===== src/rtl/i2c_sda_monitor.sv =====
// i2c_sda_monitor: receive-side decoder for the controller's serial sda stream.
// Rebuilds start/address/data/ACK framing, presents parallel words with
// single-cycle valid pulses and flags protocol violations. All outputs are flops.
module i2c_sda_monitor #(
  parameter logic [7:0] EXP_ADDR = 8'hA9,
  parameter int         CNT_W    = 8
) (
  input  logic             clk,
  input  logic             rst,
  input  logic             sda,
  input  logic             start,
  output logic [7:0]       addr,
  output logic             addr_valid,
  output logic             addr_match,
  output logic [7:0]       data,
  output logic             data_valid,
  output logic             frame_active,
  output logic             frame_end,
  output logic [CNT_W-1:0] byte_count,
  output logic             err,
  output logic             err_sticky
);

  typedef enum logic [1:0] {
    S_IDLE = 2'd0,
    S_ADDR = 2'd1,
    S_DATA = 2'd2,
    S_ACK  = 2'd3
  } state_t;

  localparam logic [CNT_W-1:0] CNT_MAX = {CNT_W{1'b1}};
  localparam logic [CNT_W-1:0] CNT_ONE = {{(CNT_W-1){1'b0}}, 1'b1};

  state_t           state_q, state_d;
  logic [2:0]       bit_cnt_q, bit_cnt_d;
  logic [7:0]       shift_q, shift_d;
  logic [7:0]       addr_q, addr_d;
  logic             addr_valid_q, addr_valid_d;
  logic             addr_match_q, addr_match_d;
  logic [7:0]       data_q, data_d;
  logic             data_valid_q, data_valid_d;
  logic             frame_active_q, frame_active_d;
  logic             frame_end_q, frame_end_d;
  logic [CNT_W-1:0] byte_count_q, byte_count_d;
  logic             err_q, err_d;
  logic             err_sticky_q, err_sticky_d;
  logic [7:0]       shift_next_s;

  // Next-state and next-output logic; the 8th sampled bit completes a byte.
  always_comb begin
    state_d        = state_q;
    bit_cnt_d      = bit_cnt_q;
    shift_d        = shift_q;
    addr_d         = addr_q;
    addr_valid_d   = 1'b0;
    addr_match_d   = addr_match_q;
    data_d         = data_q;
    data_valid_d   = 1'b0;
    frame_active_d = frame_active_q;
    frame_end_d    = 1'b0;
    byte_count_d   = byte_count_q;
    err_d          = 1'b0;
    shift_next_s   = {shift_q[6:0], sda};

    case (state_q)
      S_IDLE: begin
        if (start && !sda) begin
          state_d        = S_ADDR;
          bit_cnt_d      = 3'd0;
          byte_count_d   = {CNT_W{1'b0}};
          frame_active_d = 1'b1;
        end else if (start == sda) begin
          // start with sda high, or sda low without a start request
          err_d = 1'b1;
        end else begin
          state_d = S_IDLE;
        end
      end
      S_ADDR: begin
        shift_d   = shift_next_s;
        bit_cnt_d = bit_cnt_q + 3'd1;
        if (bit_cnt_q == 3'd7) begin
          addr_d       = shift_next_s;
          addr_valid_d = 1'b1;
          addr_match_d = (shift_next_s == EXP_ADDR);
          bit_cnt_d    = 3'd0;
          state_d      = S_DATA;
        end else begin
          state_d = S_ADDR;
        end
      end
      S_DATA: begin
        shift_d   = shift_next_s;
        bit_cnt_d = bit_cnt_q + 3'd1;
        if (bit_cnt_q == 3'd7) begin
          data_d       = shift_next_s;
          data_valid_d = 1'b1;
          if (byte_count_q != CNT_MAX) begin
            byte_count_d = byte_count_q + CNT_ONE;
          end else begin
            byte_count_d = byte_count_q;
          end
          bit_cnt_d = 3'd0;
          state_d   = S_ACK;
        end else begin
          state_d = S_DATA;
        end
      end
      S_ACK: begin
        if (!sda) begin
          // missing ACK aborts the frame without a frame_end
          err_d          = 1'b1;
          frame_active_d = 1'b0;
          state_d        = S_IDLE;
        end else if (start) begin
          bit_cnt_d = 3'd0;
          state_d   = S_DATA;
        end else begin
          frame_end_d    = 1'b1;
          frame_active_d = 1'b0;
          state_d        = S_IDLE;
        end
      end
      default: begin
        state_d        = S_IDLE;
        frame_active_d = 1'b0;
      end
    endcase

    err_sticky_d = err_sticky_q | err_d;
  end

  // State and output registers with synchronous reset.
  always_ff @(posedge clk) begin
    if (rst) begin
      state_q        <= S_IDLE;
      bit_cnt_q      <= 3'd0;
      shift_q        <= 8'd0;
      addr_q         <= 8'd0;
      addr_valid_q   <= 1'b0;
      addr_match_q   <= 1'b0;
      data_q         <= 8'd0;
      data_valid_q   <= 1'b0;
      frame_active_q <= 1'b0;
      frame_end_q    <= 1'b0;
      byte_count_q   <= {CNT_W{1'b0}};
      err_q          <= 1'b0;
      err_sticky_q   <= 1'b0;
    end else begin
      state_q        <= state_d;
      bit_cnt_q      <= bit_cnt_d;
      shift_q        <= shift_d;
      addr_q         <= addr_d;
      addr_valid_q   <= addr_valid_d;
      addr_match_q   <= addr_match_d;
      data_q         <= data_d;
      data_valid_q   <= data_valid_d;
      frame_active_q <= frame_active_d;
      frame_end_q    <= frame_end_d;
      byte_count_q   <= byte_count_d;
      err_q          <= err_d;
      err_sticky_q   <= err_sticky_d;
    end
  end

  assign addr         = addr_q;
  assign addr_valid   = addr_valid_q;
  assign addr_match   = addr_match_q;
  assign data         = data_q;
  assign data_valid   = data_valid_q;
  assign frame_active = frame_active_q;
  assign frame_end    = frame_end_q;
  assign byte_count   = byte_count_q;
  assign err          = err_q;
  assign err_sticky   = err_sticky_q;

endmodule

===== config.mk =====
export PLATFORM = sky130hd
export DESIGN_NAME = i2c_sda_monitor
export DESIGN_NICKNAME = d
export VERILOG_FILES = /design/src/rtl/i2c_sda_monitor.sv
export SDC_FILE = /design/constraint.sdc
export NUM_CORES = 1
export LEC_CHECK = 0
export CAP_MARGIN = 20
export CORE_AREA = 2 2 74 58
export CTS_BUF_LIST = sky130_fd_sc_hd__clkbuf_2
export DETAILED_ROUTE_END_ITERATION = 7
export DIE_AREA = 0 0 76 60
export GPL_ROUTABILITY_DRIVEN = 0
export PLACE_DENSITY = 0.72
export SETUP_SLACK_MARGIN = 0.4
export SYNTH_ARGS = -nofsm -noshare
export SYNTH_HDL_FRONTEND = slang
export SYNTH_SLANG_ARGS = --single-unit

===== constraint.sdc =====
create_clock -name clk -period 2.8 [get_ports clk]
set_input_delay 0.56 -clock clk [delete_from_list [all_inputs] [get_ports clk]]
set_output_delay 0.56 -clock clk [all_outputs]
set_load 0.02 [all_outputs]

-- Word level (Yosys, flattened, before mapping)
Index checks and enable logic that the tools add are counted.
W data, S select, Z words.
- bitwise operators: 5
- muxes and demuxes: 26
- $add $sub $neg: 2
- eq/ne operators: 14
- reduce and logical (&&, ||, !) cells: 14
- operators by type and width (operator ; count):
    $mux W8 ; 3
    $pmux W8 S2 ; 1
    $mux W3 ; 4
    $mux W2 ; 5
    $ne A2 B2 Y1 const B ; 5
    $mux W1 ; 9
    $pmux W3 S3 ; 1
    $add A8 B1 Y8 const B ; 1
    $eq A8 B8 Y1 const B ; 1
    $ne A8 B8 Y1 const B ; 1
    $pmux W2 S4 ; 1
    $ne A3 B3 Y1 const B ; 2
    $reduce_and A3 Y1 ; 2
    $reduce_or A2 Y1 ; 3
    $eq A2 B2 Y1 const B ; 2
    $not A1 Y1 ; 4
    $pmux W1 S2 ; 2
    $reduce_and A2 Y1 ; 2
    $reduce_and A4 Y1 ; 1
    $reduce_bool A2 Y1 ; 2
    $add A3 B1 Y3 const B ; 1
    $eq A3 B3 Y1 const B ; 1
    $reduce_or A3 Y1 ; 1
    $eq A2 B1 Y1 const B ; 1
    other kinds (5) ; 5
- input bits: 4
- register bits: 43

-- Logic depth before layout (Yosys ltp)
Gate-level depths: netlist (run 1).
- depth in word-level cells: 5
- gate-level depth with buffers: 7
- gate-level depth less buffers: 6

-- Worst setup path before layout (run 1)
OpenSTA, ideal clock, no wires.
- path type: register -> register
- start point: register byte_count_q[0] (netlist: byte_count[0])
- end point: register byte_count_q[2] (netlist: byte_count[2])
- required time: 2.684 ns
- cell stages (with the launch flop): 7
- slack: 0.941 ns
- period minus slack after synthesis: 1.859 ns
- arrival time: 1.743 ns
- setup time: 0.116 ns
- path buffers: 1
- path through: dfxtp_1 > ha_1 > nand3_2 > or3_1 > buf_6 > and3_4 > a41o_1
- cells in the longest elaborated chain, start to end: 4
- elaborated cells on any way between the ends: 7
- those cells by class: 1 x add/sub; 2 x eq/ne; 3 x mux; 1 x reduce/logical
- RTL lines (element ; RTL line ; RTL):
    start: declaration ; 44 ; logic [CNT_W-1:0] byte_count_q, byte_count_d;
    start signal: assignment ; 146 ; byte_count_q <= {CNT_W{1'b0}};
    start signal: assignment ; 160 ; byte_count_q <= byte_count_d;
    $add A8 B1 Y8 ; 99 ; byte_count_d = byte_count_q + CNT_ONE;
    $mux W8 ; 98 ; if (byte_count_q != CNT_MAX) begin
    $mux W8 ; 95 ; if (bit_cnt_q == 3'd7) begin
    $pmux W8 S2 ; 65 ; case (state_q)
Parallel ways exist; a longest one is shown, timed or not. The select of a mux whose other input is x is not followed.
A chain may end at the register's enable or synchronous reset.

-- Worst setup path after layout (run 1)
- start point: register state_q[0]
- end point: register byte_count_q[2] (netlist: byte_count[2])
- cells in the longest elaborated chain, start to end: 3
- elaborated cells on any way between the ends: 8
- those cells by class: 4 x eq/ne; 1 x mux; 3 x reduce/logical
- RTL lines (element ; RTL line ; RTL):
    start: declaration ; 34 ; state_t state_q, state_d;
    start signal: assignment ; 150 ; state_q <= state_d;
    $eq A2 B2 Y1 or $logic_not A2 Y1 (tied branches) ; 65 ;
    $ne A2 B2 Y1 (no source line) or $reduce_bool A2 Y1 (tied branches) ; n/a ;
    $reduce_and A4 Y1 (no source line) ; n/a ;
Parallel ways exist; a longest one is shown, timed or not.

==> results of run 1 <==
## power breakdown
| group | internal (mW) | switching (mW) |
|---|---|---|
| combinational | 0.221 | 0.304 |
| sequential | 0.663 | 0.0434 |
| clock | 0.0602 | 0.188 |
| total | 0.944 | 0.535 |
## worst max path at each step
stage                       start             to  slack [ns]  depth (start not counted)
global placement              sda  byte_count[2]        0.47                          7
CTS                 byte_count[0]  byte_count[0]        0.69                          1
global route           state_q[0]  byte_count[2]        0.60                          6
detailed placement            sda  byte_count[2]        0.44                          7
floorplan           byte_count[0]  byte_count[2]        0.94                          6
finish                 state_q[0]  byte_count[2]        0.71                          6
## kinds of logic after synthesis
group | Yosys count | share of synthesized area
AO/OA/AOI/OAI | 42 | 0.144
adder cells (fa/ha/maj) | 9 | 0.0610
buffers and inverters | 16 | 0.0366
flip-flops | 43 | 0.466
multiplexers | 9 | 0.0488
AND/OR/NAND/NOR | 93 | 0.243
## metrics by stage
stage,worst slack (ns),cells
final,0.709,300
after global routing,0.604,300
after CTS,0.695,300
after detailed placement,0.445,292
after global placement,0.474,292
after floorplan,0.941,212
## cells in the mapped netlist (all sizes together), types with 3 or more instances
cell,n,share of area
buf,4,0.012
a311oi,3,0.014
or3,3,0.010
nand3,12,0.035
nand2b,3,0.010
nor3,8,0.028
nor2b,3,0.010
mux2i,9,0.049
clkbuf,7,0.014
ha,9,0.061
a32o,4,0.022
a21oi,23,0.062
o21ai,4,0.011
dfxtp,43,0.47
inv,5,0.010
nor2,12,0.024
nand2,43,0.087
## sequential cells by signal, summed over array words and instances (netlist names)
signal / flops
addr: 8
addr_match: 1
addr_valid: 1
bit_cnt_q: 3
byte_count: 8
data: 8
data_valid: 1
err: 1
err_sticky: 1
frame_active: 1
frame_end: 1
shift_q: 7
state_q: 2
## worst min-delay path: cells and delay by family, from the launching register on
| family | cells | cell delay [ns] |
|---|---|---|
| compound gates | 1 | 0.05 |
| flops | 1 | 0.35 |
| simple gates | 1 | 0.05 |
## routing by layer
metal / wire, um / share of wire
met1: 2020 / 0.54
met2: 1530 / 0.41
met3: 188 / 0.050
met4: 11 / 0.0029
met5: 0 / 0
## final cells by class
cell class,instances,area share
Clock buffer,6,0.0133
Clock inverter,2,0.00332
Inverter,5,0.00831
Multi-Input combinational cell,153,0.406
Sequential cell,43,0.381
Tap cell,55,0.0305
Timing Repair Buffer,36,0.157
==> results.sh, run 1 <==
export IMPL_final_antenna_net_count=0
export IMPL_maxCapViolations=0
export IMPL_overflow=0
export IMPL_power_leakage_nw=0.799
export IMPL_hold_end="addr[3]"
export IMPL_regArea_sq_um=861
export IMPL_num_rows=20
export IMPL_final_util=0.582
export IMPL_ys_async_sr_fraction=0
export IMPL_die_w_um=76
export IMPL_crit_chain="inv_1, ha_1, nand3_1, or3_1, and3_4, a41o_1"
export IMPL_post_route_drc_count=0
export IMPL_rsz0062_at_grt="no"
export IMPL_final_nets=257
export IMPL_cp_arrival_ns=2.41
export IMPL_grt_met2_usage=0.233
export IMPL_dpl_cell_area_sq_mm=0.00222
export IMPL_clk_latency_ns=0.39
export IMPL_worstHoldStart="addr[3]"
export IMPL_gr_usage_all_layers=0.175
export IMPL_cp_end_kind="flop"
export IMPL_port_buffers=34
export IMPL_antenna_found_initial=0
export IMPL_startpoint_type="flop"
export IMPL_synth_edff_count=0
export IMPL_maxSlewViolCount=0
export IMPL_path_delay_family="simple AND/OR/NAND/NOR gates"
export IMPL_finClkSkew_ns=0.0155
export IMPL_synth_area_sq_mm=0.00185
export IMPL_yosysSeqAreaShare=0.466
export IMPL_floorplan_die_area_sq_mm=0.00456
export IMPL_grtUsageMet3=0.0453
export IMPL_rr_worst_depth=6
export IMPL_tightest_slew_ns=0.542
export IMPL_crit_required_ns=3.12
export IMPL_cts_sinks=43
export IMPL_cts_buffers=5
export IMPL_initialDrtViolationCount=145
export IMPL_start_util=0.476
export IMPL_synth_seq_cells=43
export IMPL_routedWlPerCell_um=12.5
export IMPL_cts_repair_resized=0
export IMPL_busiest_layer="met1"
export IMPL_vias_per_cell=5.13
export IMPL_criticalPathCategory="reg2reg"
export IMPL_ir_drop_v=0.000429
export IMPL_r2r_start="state_q[0]"
export IMPL_fmax_mhz=478
export IMPL_final_cell_mix="nand2_1 (43), dfxtp_1 (43), clkdlybuf4s50_1 (34), a21oi_1 (23), nor2_1 (12)"
export IMPL_synth_flop_cell="dfxtp_1"
export IMPL_outcome="complete, no violations"
export IMPL_finalCritPeriodShare=0.747
export IMPL_drive_gt1_frac=0.0490
export IMPL_postCtsHoldBufs=0
export IMPL_vias=1538
export IMPL_r2r_end="byte_count[2]"
export IMPL_multi_input_area_sq_um=917
export IMPL_cts_max_path_buffers=2
export IMPL_avgSynthCellArea_sq_um=8.71
export IMPL_grtUsageMet1=0.268
export IMPL_nFillCells=369
export IMPL_root_buffer="clkbuf_2"
export IMPL_p_per_area_mw_per_mm2=655
export IMPL_antenna_cells=0
export IMPL_cts_clk_slew_worst_paths_ns=0.21
export IMPL_h_tree_depth=2
export IMPL_hold_path_class="reg2reg"
export IMPL_hold_depth=2
export IMPL_yosys_warnings=0
export IMPL_maxSlewHeadroom=0.639
export IMPL_syn_inst=212
export IMPL_grt_max_degree=44
export IMPL_finalHoldViolations=0
export IMPL_hpwl_mm=2.60
export IMPL_areaGrowthSynthToFinish_pct=22.4
export IMPL_min_period_ns=2.09
export IMPL_drt_wl_total_mm=3.75
export IMPL_core_region_area_sq_mm=0.00388
export IMPL_cp_max_fo=14
export IMPL_slowest_delay_ns=0.47
export IMPL_rrSetupSlack_ns=0.71
export IMPL_cp_slowest_cell="or3_1"
export IMPL_design_area_sq_mm=0.00226
export IMPL_timing_hold_ws_ns=0.466
export IMPL_grt_first_pass_wirelength_mm=6.32
export IMPL_cts_tree="built"
export IMPL_first_global_vias=1314
export IMPL_drt_pass1_iter_count=6
export IMPL_die_h_um=60
export IMPL_cp_num_buf_inv=1
export IMPL_syn_num_nets=225
export IMPL_top_level_ports=35
export IMPL_postCtsSetupRepairBufs=0
export IMPL_ys_types=35
export IMPL_setup_viol=0
export IMPL_power_mw=1.48
export IMPL_finalSetupTns_ns=0
Power figures use the tool's default switching activity.
==> inputs of run 2 (changes only) <==
--- a/config.mk
+++ b/config.mk
@@ -6,12 +6,12 @@
 export NUM_CORES = 1
 export LEC_CHECK = 0
 export CAP_MARGIN = 20
-export CORE_AREA = 2 2 74 58
+export CORE_AREA = 2 2 75 59
 export CTS_BUF_LIST = sky130_fd_sc_hd__clkbuf_2
 export DETAILED_ROUTE_END_ITERATION = 7
-export DIE_AREA = 0 0 76 60
+export DIE_AREA = 0 0 77 61
 export GPL_ROUTABILITY_DRIVEN = 0
-export PLACE_DENSITY = 0.72
+export PLACE_DENSITY = 0.73
 export SETUP_SLACK_MARGIN = 0.4
 export SYNTH_ARGS = -nofsm -noshare
 export SYNTH_HDL_FRONTEND = slang
==> constraint.sdc (replaced) <==
create_clock -name clk -period 1.9 [get_ports clk]
set_input_delay 0.38 -clock clk [delete_from_list [all_inputs] [get_ports clk]]
set_output_delay 0.38 -clock clk [all_outputs]
set_load 0.02 [all_outputs]
==> run 2 against run 1 <==
- global-route usage up 4.0 points
- core utilization is 8.2 points higher
- clock power rose to 2.6 times the previous value
- non-clock buffer count grew 25
- critical path depth stayed put
- clock-buffer cell count unchanged
- clock skew rose by 0.015 ns
- sequential power grew 49%
- flip-flop and latch count stayed put
- combinational power rose by 140%
- total power up 100%
==> results.sh, run 2 (synthesis gave the netlist of run 1 again) <==
export IMPL_cp_startpoint="state_q[1]"
export IMPL_drt_pass1_iter_count=4
export IMPL_cp_max_fo=4
export IMPL_cp_end_kind="flop"
export IMPL_p_per_area_mw_per_mm2=1140
export IMPL_startpoint_type="flop"
export IMPL_setup_viol=0
export IMPL_final_cell_mix="nand2_1 (42), dfxtp_1 (31), clkbuf_2 (24), buf_4 (23), a21oi_1 (21)"
export IMPL_cts_max_path_buffers=2
export IMPL_h_tree_depth=2
export IMPL_nFillCells=338
export IMPL_layout_commonest_cell="nand2_1"
export IMPL_maxSlewViolCount=0
export IMPL_gr_usage_all_layers=0.215
export IMPL_cts_buffers=5
export IMPL_fmax_mhz=624
export IMPL_slowest_delay_ns=0.43
export IMPL_finClkSkew_ns=0.0307
export IMPL_die_h_um=61
export IMPL_cp_num_buf_inv=1
export IMPL_crit_required_ns=2.18
export IMPL_grt_first_pass_wirelength_mm=7.87
export IMPL_hold_path_class="reg2reg"
export IMPL_grt_max_degree=19
export IMPL_drive_gt1_frac=0.381
export IMPL_port_buffers=34
export IMPL_overflow=0
export IMPL_regArea_sq_um=896
export IMPL_postCtsHoldBufs=0
export IMPL_die_w_um=77
export IMPL_antenna_cells=0
export IMPL_finalSetupTns_ns=0
export IMPL_top_level_ports=35
export IMPL_routedWlPerCell_um=15.0
export IMPL_cp_slowest_cell="dfxtp_4"
export IMPL_multi_input_area_sq_mm=0.00107
export IMPL_first_global_vias=1607
export IMPL_final_nets=282
export IMPL_antenna_found_initial=0
export IMPL_initialDrtViolationCount=132
export IMPL_rsz0062_at_grt="yes"
export IMPL_r2r_start="state_q[1]"
export IMPL_tightest_slew_ns=0.513
export IMPL_path_delay_family="simple AND/OR/NAND/NOR gates"
export IMPL_drt_wl_total_mm=4.87
export IMPL_post_route_drc_count=0
export IMPL_cts_clk_slew_worst_paths_ns=0.22
export IMPL_hpwl_mm=3.03
export IMPL_finalHoldViolations=0
export IMPL_vias_per_cell=5.47
export IMPL_criticalPathCategory="reg2reg"
export IMPL_start_util=0.467
export IMPL_cp_arrival_ns=1.88
export IMPL_core_region_area_sq_mm=0.00395
export IMPL_worstHoldStart="addr[6]"
export IMPL_min_period_ns=1.60
export IMPL_vias=1779
export IMPL_power_leakage_nw=1.01
export IMPL_areaGrowthSynthToFinish_pct=42.4
export IMPL_finalCritPeriodShare=0.843
export IMPL_final_antenna_net_count=0
export IMPL_clk_latency_ns=0.41
export IMPL_outcome="complete, no violations"
export IMPL_maxCapViolations=0
export IMPL_timing_hold_ws_ns=0.467
export IMPL_num_rows=20
export IMPL_cts_tree="built"
export IMPL_floorplan_die_area_sq_mm=0.00470
export IMPL_maxSlewHeadroom=0.657
export IMPL_ir_drop_v=0.000748
export IMPL_root_buffer="clkbuf_2"
export IMPL_cts_sinks=43
export IMPL_crit_chain="inv_4, ha_4, nor2b_4, or3_1, o21ai_1, a21oi_1"
[run 2: cell types whose count changed in the layout (fill, tap and decap cells not counted), moves of 3 or more]
cell             before  now
ha_4                  0    5
dlygate4sd2_1         0    3
buf_4                 2   23
dfxtp_1              43   31
nand3_1              11    8
buf_6                 0    4
clkdlybuf4s15_2       0   11
dfxtp_2               0    4
clkbuf_2              6   24
inv_1                 5    2
dfxtp_4               0    8
ha_1                  9    3
clkdlybuf4s50_1      34    1
[run 2: worst paths after layout]
kind,end,slack [ns],depth (start not counted)
worst max-delay path,byte_count[0],0.30,6
worst min-delay path,addr[6],0.47,2
worst max register to register,byte_count[0],0.30,6
worst min register to register,addr[6],0.47,2
[run 2: repair_timing]
action                                  CTS  global route
setup buffers                            13             5
pin swaps                                18             8
resized for setup                        92            40
endpoints found under the setup margin   43            35
gates cloned                              0             0
[run 2: worst min-delay path, delay by kind of cell (launching register included)]
kind             cells  cell delay (ns)
AO/OA/AOI/OAI        1             0.05
AND/OR/NAND/NOR      1             0.05
flip-flops           1             0.36
[run 2: routing by layer]
metal  track usage  vias up  share of wire
met4        0.0663        0          0.015
met2         0.353       51           0.47
li1              -      858              -
met3        0.0372       11          0.046
met5             0        -              0
met1         0.298      859           0.47
[run 2: power breakdown]
| group | leakage (nW) | total [mW] | internal (mW) | switching, mW |
|---|---|---|---|---|
| Combinational | 0.602 | 1.28 | 0.647 | 0.631 |
| Clock | 0.0532 | 0.657 | 0.360 | 0.297 |
| Sequential | 0.356 | 1.05 | 0.980 | 0.0721 |
| Total | 1.01 | 2.99 | 1.99 | 1.00 |
[run 2: cell type report]
type                    count  share of cell area
clock inverters             2              0.0229
multi-input cells         153               0.408
clock buffers               6              0.0114
flip-flops and latches     43               0.341
inverters                   5             0.00905
well taps                  55              0.0262
repair buffers             61               0.182
[run 2: per-stage QoR]
stage	cell area, sq um	cells	util	worst slack, ns	total power [mW]
after floorplan	1920	212	-	0.293	1.67
after global routing	2630	325	0.665	0.230	3.15
final	2630	325	0.665	0.298	2.99
after CTS	2630	320	0.665	0.268	2.90
after global placement	2340	299	0.593	-0.113	1.91
after detailed placement	2340	299	0.593	-0.118	1.93
==> RTL change 1, RTL diff (settings of run 2) <==
Change the parameter `CNT_W` from 8 to 12.
--- a/src/rtl/i2c_sda_monitor.sv
+++ b/src/rtl/i2c_sda_monitor.sv
@@ -4,5 +4,5 @@
 module i2c_sda_monitor #(
   parameter logic [7:0] EXP_ADDR = 8'hA9,
-  parameter int         CNT_W    = 8
+  parameter int         CNT_W    = 12
 ) (
   input  logic             clk,
Ports: changed (resized byte_count); port bits go from 35 to 39. The function was not compared with the original's and may differ.
==> RTL change 1 against run 2 <==
Area after synthesis rose by 14%; sequential cell count is 4 higher; setup slack got worse by 0.21 ns; cell count rose by 17%; wire length increased by 41%; first-iteration DRC count increased by 30%; design area is 23% higher; power up 16%; critical endpoint is now byte_count[3]$_SDFFE_PP0P_.
==> RTL change 1: results (changes against run 2) <==
stage,metric,value,unit,change
yosys,yosysSeqAreaShare,44.6,%,was 46.6%
yosys,synthTopCellsByCount,"dfxtp_1, nand2_1, a21oi_1, nor2_1, mux2i_1",,"was dfxtp_1, nand2_1, a21oi_1, nor2_1, nand3_1"
outcome,status,"complete, no violations",,unchanged
global_route,grt_pass1_wl,9780,um,was 7870 um
sta,fin_skew,0.0125,ns,was 0.0307 ns
clock_tree,clk_pin_slew_worst_paths,0.26,ns,was 0.22 ns
place,dp_worst_setup_slack,-0.308,ns,was -0.118 ns
global_route,grt_max_degree,38,,was 19
place,post-dp-hpwl,3680,um,was 3030 um
routing,routed-wl-met2,3100,um,was 2270 um
place,dp_cells,344,,was 299
routing,avgViaCountPerCell,5.98,,was 5.47
routing,vias,2277,,was 1779
place,placement.cell_area,2710,um^2,was 2340 um^2
clock_tree,cts_resized,171,,was 92
clock_tree,cts_setup_buffers,21,,was 13
global_route,gr-usage-met1,36.8,%,was 29.8%
pwr,max-vdd-ir-drop,0.982,mV,was 0.748 mV
critical_path,crit_path_max_fanout,6,,was 4
routing,drt-total-wl,6860,um,was 4870 um
routing,drtIter0Drc,171,,was 132
routing,wl_met3,571,um,was 226 um
yosys,syn_area_per_cell,8.69,um^2,was 8.71 um^2
pwr,intPower,2.17,mW,was 1.99 mW
pwr,p_leak,1.27,nW,was 1.01 nW
clock_tree,insertion_delay,0.44,ns,was 0.41 ns
routing,m1WireLength,3030,um,was 2300 um
yosys,synth_cell_type_count,44,,was 35
global_route,grt_pass1_vias,1977,,was 1607
global_route,grt_use_met3,5.51,%,was 3.72%
yosys,syn-num-nets,256,,was 225
## RTL change 1: cell count changes after synthesis, sizes merged, moves of 3 or more
cell,run 2,this run
a21oi,23,30
dfxtp,43,47
o31ai,2,5
nand4,1,9
a32o,4,0
or4,0,4
nand3,12,6
## RTL change 1: layout make-up
class | count | area, um^2 | share of cell area [%]
clock buffer | 5 | 25.0 | 0.776
clock inverter | 3 | 46.3 | 1.44
inverter | 6 | 27.5 | 0.853
multi-input combinational | 181 | 1360 | 42.0
sequential | 47 | 998 | 31.0
tap | 55 | 68.8 | 2.13
timing repair buffer | 84 | 703 | 21.8
## RTL change 1: power by group through the flow
stage | Combinational, mW | Clock, mW | Sequential [mW]
6_report | 1.74 | 0.583 | 1.15
5_1_grt | 1.80 | 0.629 | 1.16
4_1_cts | 1.47 | 0.585 | 1.14
3_5_place_dp | 1.04 | 0 | 1.16
3_3_place_gp | 1.03 | 0 | 1.16
2_1_floorplan | 0.687 | 0 | 1.19
## RTL change 1: kinds of logic after synthesis
kind of cell / count (synthesis) / synth area share [%]
simple gates: 109 / 27.4
compound gates: 51 / 14.5
flops: 47 / 44.6
buf+inv: 17 / 3.44
mux: 10 / 4.74
fa+ha+maj: 9 / 5.34
## RTL change 1: final timing paths
check | from | end | slack, ns | cells past startpoint
worst max-delay path | state_q[0]$_SDFFE_PP0P_ | byte_count[3]$_SDFFE_PP0P_ | 0.09 | 6
worst min-delay path | addr[4]$_SDFFE_PP0P_ | addr[4]$_SDFFE_PP0P_ | 0.47 | 2
worst max register to register | state_q[0]$_SDFFE_PP0P_ | byte_count[3]$_SDFFE_PP0P_ | 0.09 | 6
worst min register to register | addr[4]$_SDFFE_PP0P_ | addr[4]$_SDFFE_PP0P_ | 0.47 | 2
==> RTL change 2, RTL diff (config.mk and constraints of run 2) <==
Made on the original files. Remove the register `addr_valid_q`: a continuous assignment takes its place, so the output `addr_valid` follows one clock earlier.
--- a/src/rtl/i2c_sda_monitor.sv
+++ b/src/rtl/i2c_sda_monitor.sv
@@ -138,5 +138,4 @@
       shift_q        <= 8'd0;
       addr_q         <= 8'd0;
-      addr_valid_q   <= 1'b0;
       addr_match_q   <= 1'b0;
       data_q         <= 8'd0;
@@ -152,5 +151,4 @@
       shift_q        <= shift_d;
       addr_q         <= addr_d;
-      addr_valid_q   <= addr_valid_d;
       addr_match_q   <= addr_match_d;
       data_q         <= data_d;
@@ -163,4 +161,6 @@
     end
   end
+
+  assign addr_valid_q = addr_valid_d;
 
   assign addr         = addr_q;
Check against the original RTL: not equivalent (Yosys sat finds a counterexample within 10 cycles, from zero or initial values and one cycle with rst high).
==> RTL change 2 against run 2 <==
Design area is 0.48% lower; first-iteration DRC count is 17% lower; power is 1.8% lower; setup slack worse by 0.10 ns; sequential cell count is 1 lower; wire length is 1.9% higher; hold slack better by 0.0012 ns; count of clock-buffer cells in the layout is 1 lower; area after synthesis is 0.47% lower.
==> RTL change 2: results (changes against run 2) <==
stage,metric,value,unit,change
critical_path,cpLargestDelayFamily,flip-flops,,was simple AND/OR/NAND/NOR gates
place,placement.cell_area,2360,um^2,was 2340 um^2
place,dp_cells,300,,was 299
critical_path,r2r_slack,0.22,ns,was 0.30 ns
global_route,grt_use_total,21.0,%,was 21.5%
layout,final_layout_size_suffix_gt1_share,39.8,%,was 38.1%
routing,avgViaCountPerCell,5.37,,was 5.47
outcome,status,"complete, no violations",,unchanged
pwr,p_seq_share,35.6,%,was 35.2%
worst_hold_path,hold-path-endpoint,data[1]$_SDFFE_PP0P_,,was addr[6]$_SDFFE_PP0P_
worst_hold_path,hp-start,data[1]$_SDFFE_PP0P_,,was addr[6]$_SDFFE_PP0P_
routing,drt-total-wl,4970,um,was 4870 um
critical_path,cp-startpoint,bit_cnt_q[0]$_SDFFE_PP0P_,,was state_q[1]$_SDFFE_PP0P_
critical_path,r2r_cells,8,,was 6
sta,relSlewSlack,80.6,%,was 65.7%
global_route,grt_max_degree,24,,was 19
yosys,yosysSeqAreaShare,45.8,%,was 46.6%
place,post-dp-hpwl,2980,um,was 3030 um
pwr,combPwrFrac,52.0,%,was 42.8%
critical_path,crit_path_max_fanout,2,,was 4
sta,hold_slack,0.468,ns,was 0.467 ns
place,dp_worst_setup_slack,-0.115,ns,was -0.118 ns
yosys,synth_compound_area_share,14.9,%,was 14.4%
critical_path,timing.rr.start,state_q[0]$_SDFFE_PP0P_,,was state_q[1]$_SDFFE_PP0P_
clock_tree,cts_resized,83,,was 92
routing,wl_per_cell,15.1,um,was 15.0 um
==> RTL change 2: cell count changes after synthesis, sizes merged, moves of 2 or more <==
cell          run 2  this run
nor2             12        10
nand3            12        20
nand2            43        34
and2              2         0
nor3              8         6
==> RTL change 2: cell type report <==
| type | instances | area (um^2) |
|---|---|---|
| clock buffers | 5 | 25.0 |
| clock inverters | 2 | 10.0 |
| fillers | 351 | 1340 |
| inverters | 6 | 30.0 |
| multi-input cells | 150 | 1080 |
| flip-flops and latches | 42 | 873 |
| well taps | 55 | 68.8 |
| repair buffers | 69 | 527 |
==> RTL change 2: per-layer routing <==
layer	global-route usage (%)	share of wire (%)
met1	30.2	46
met2	30.6	46
met3	4.17	6.5
met4	10.5	1.3
met5	0	0
==> RTL change 2: tightest hold or removal path, cell delays in order, from the launching register on <==
cell and delay [ns]:
dfxtp_1 0.35, nand2_1 0.05, a21oi_1 0.05
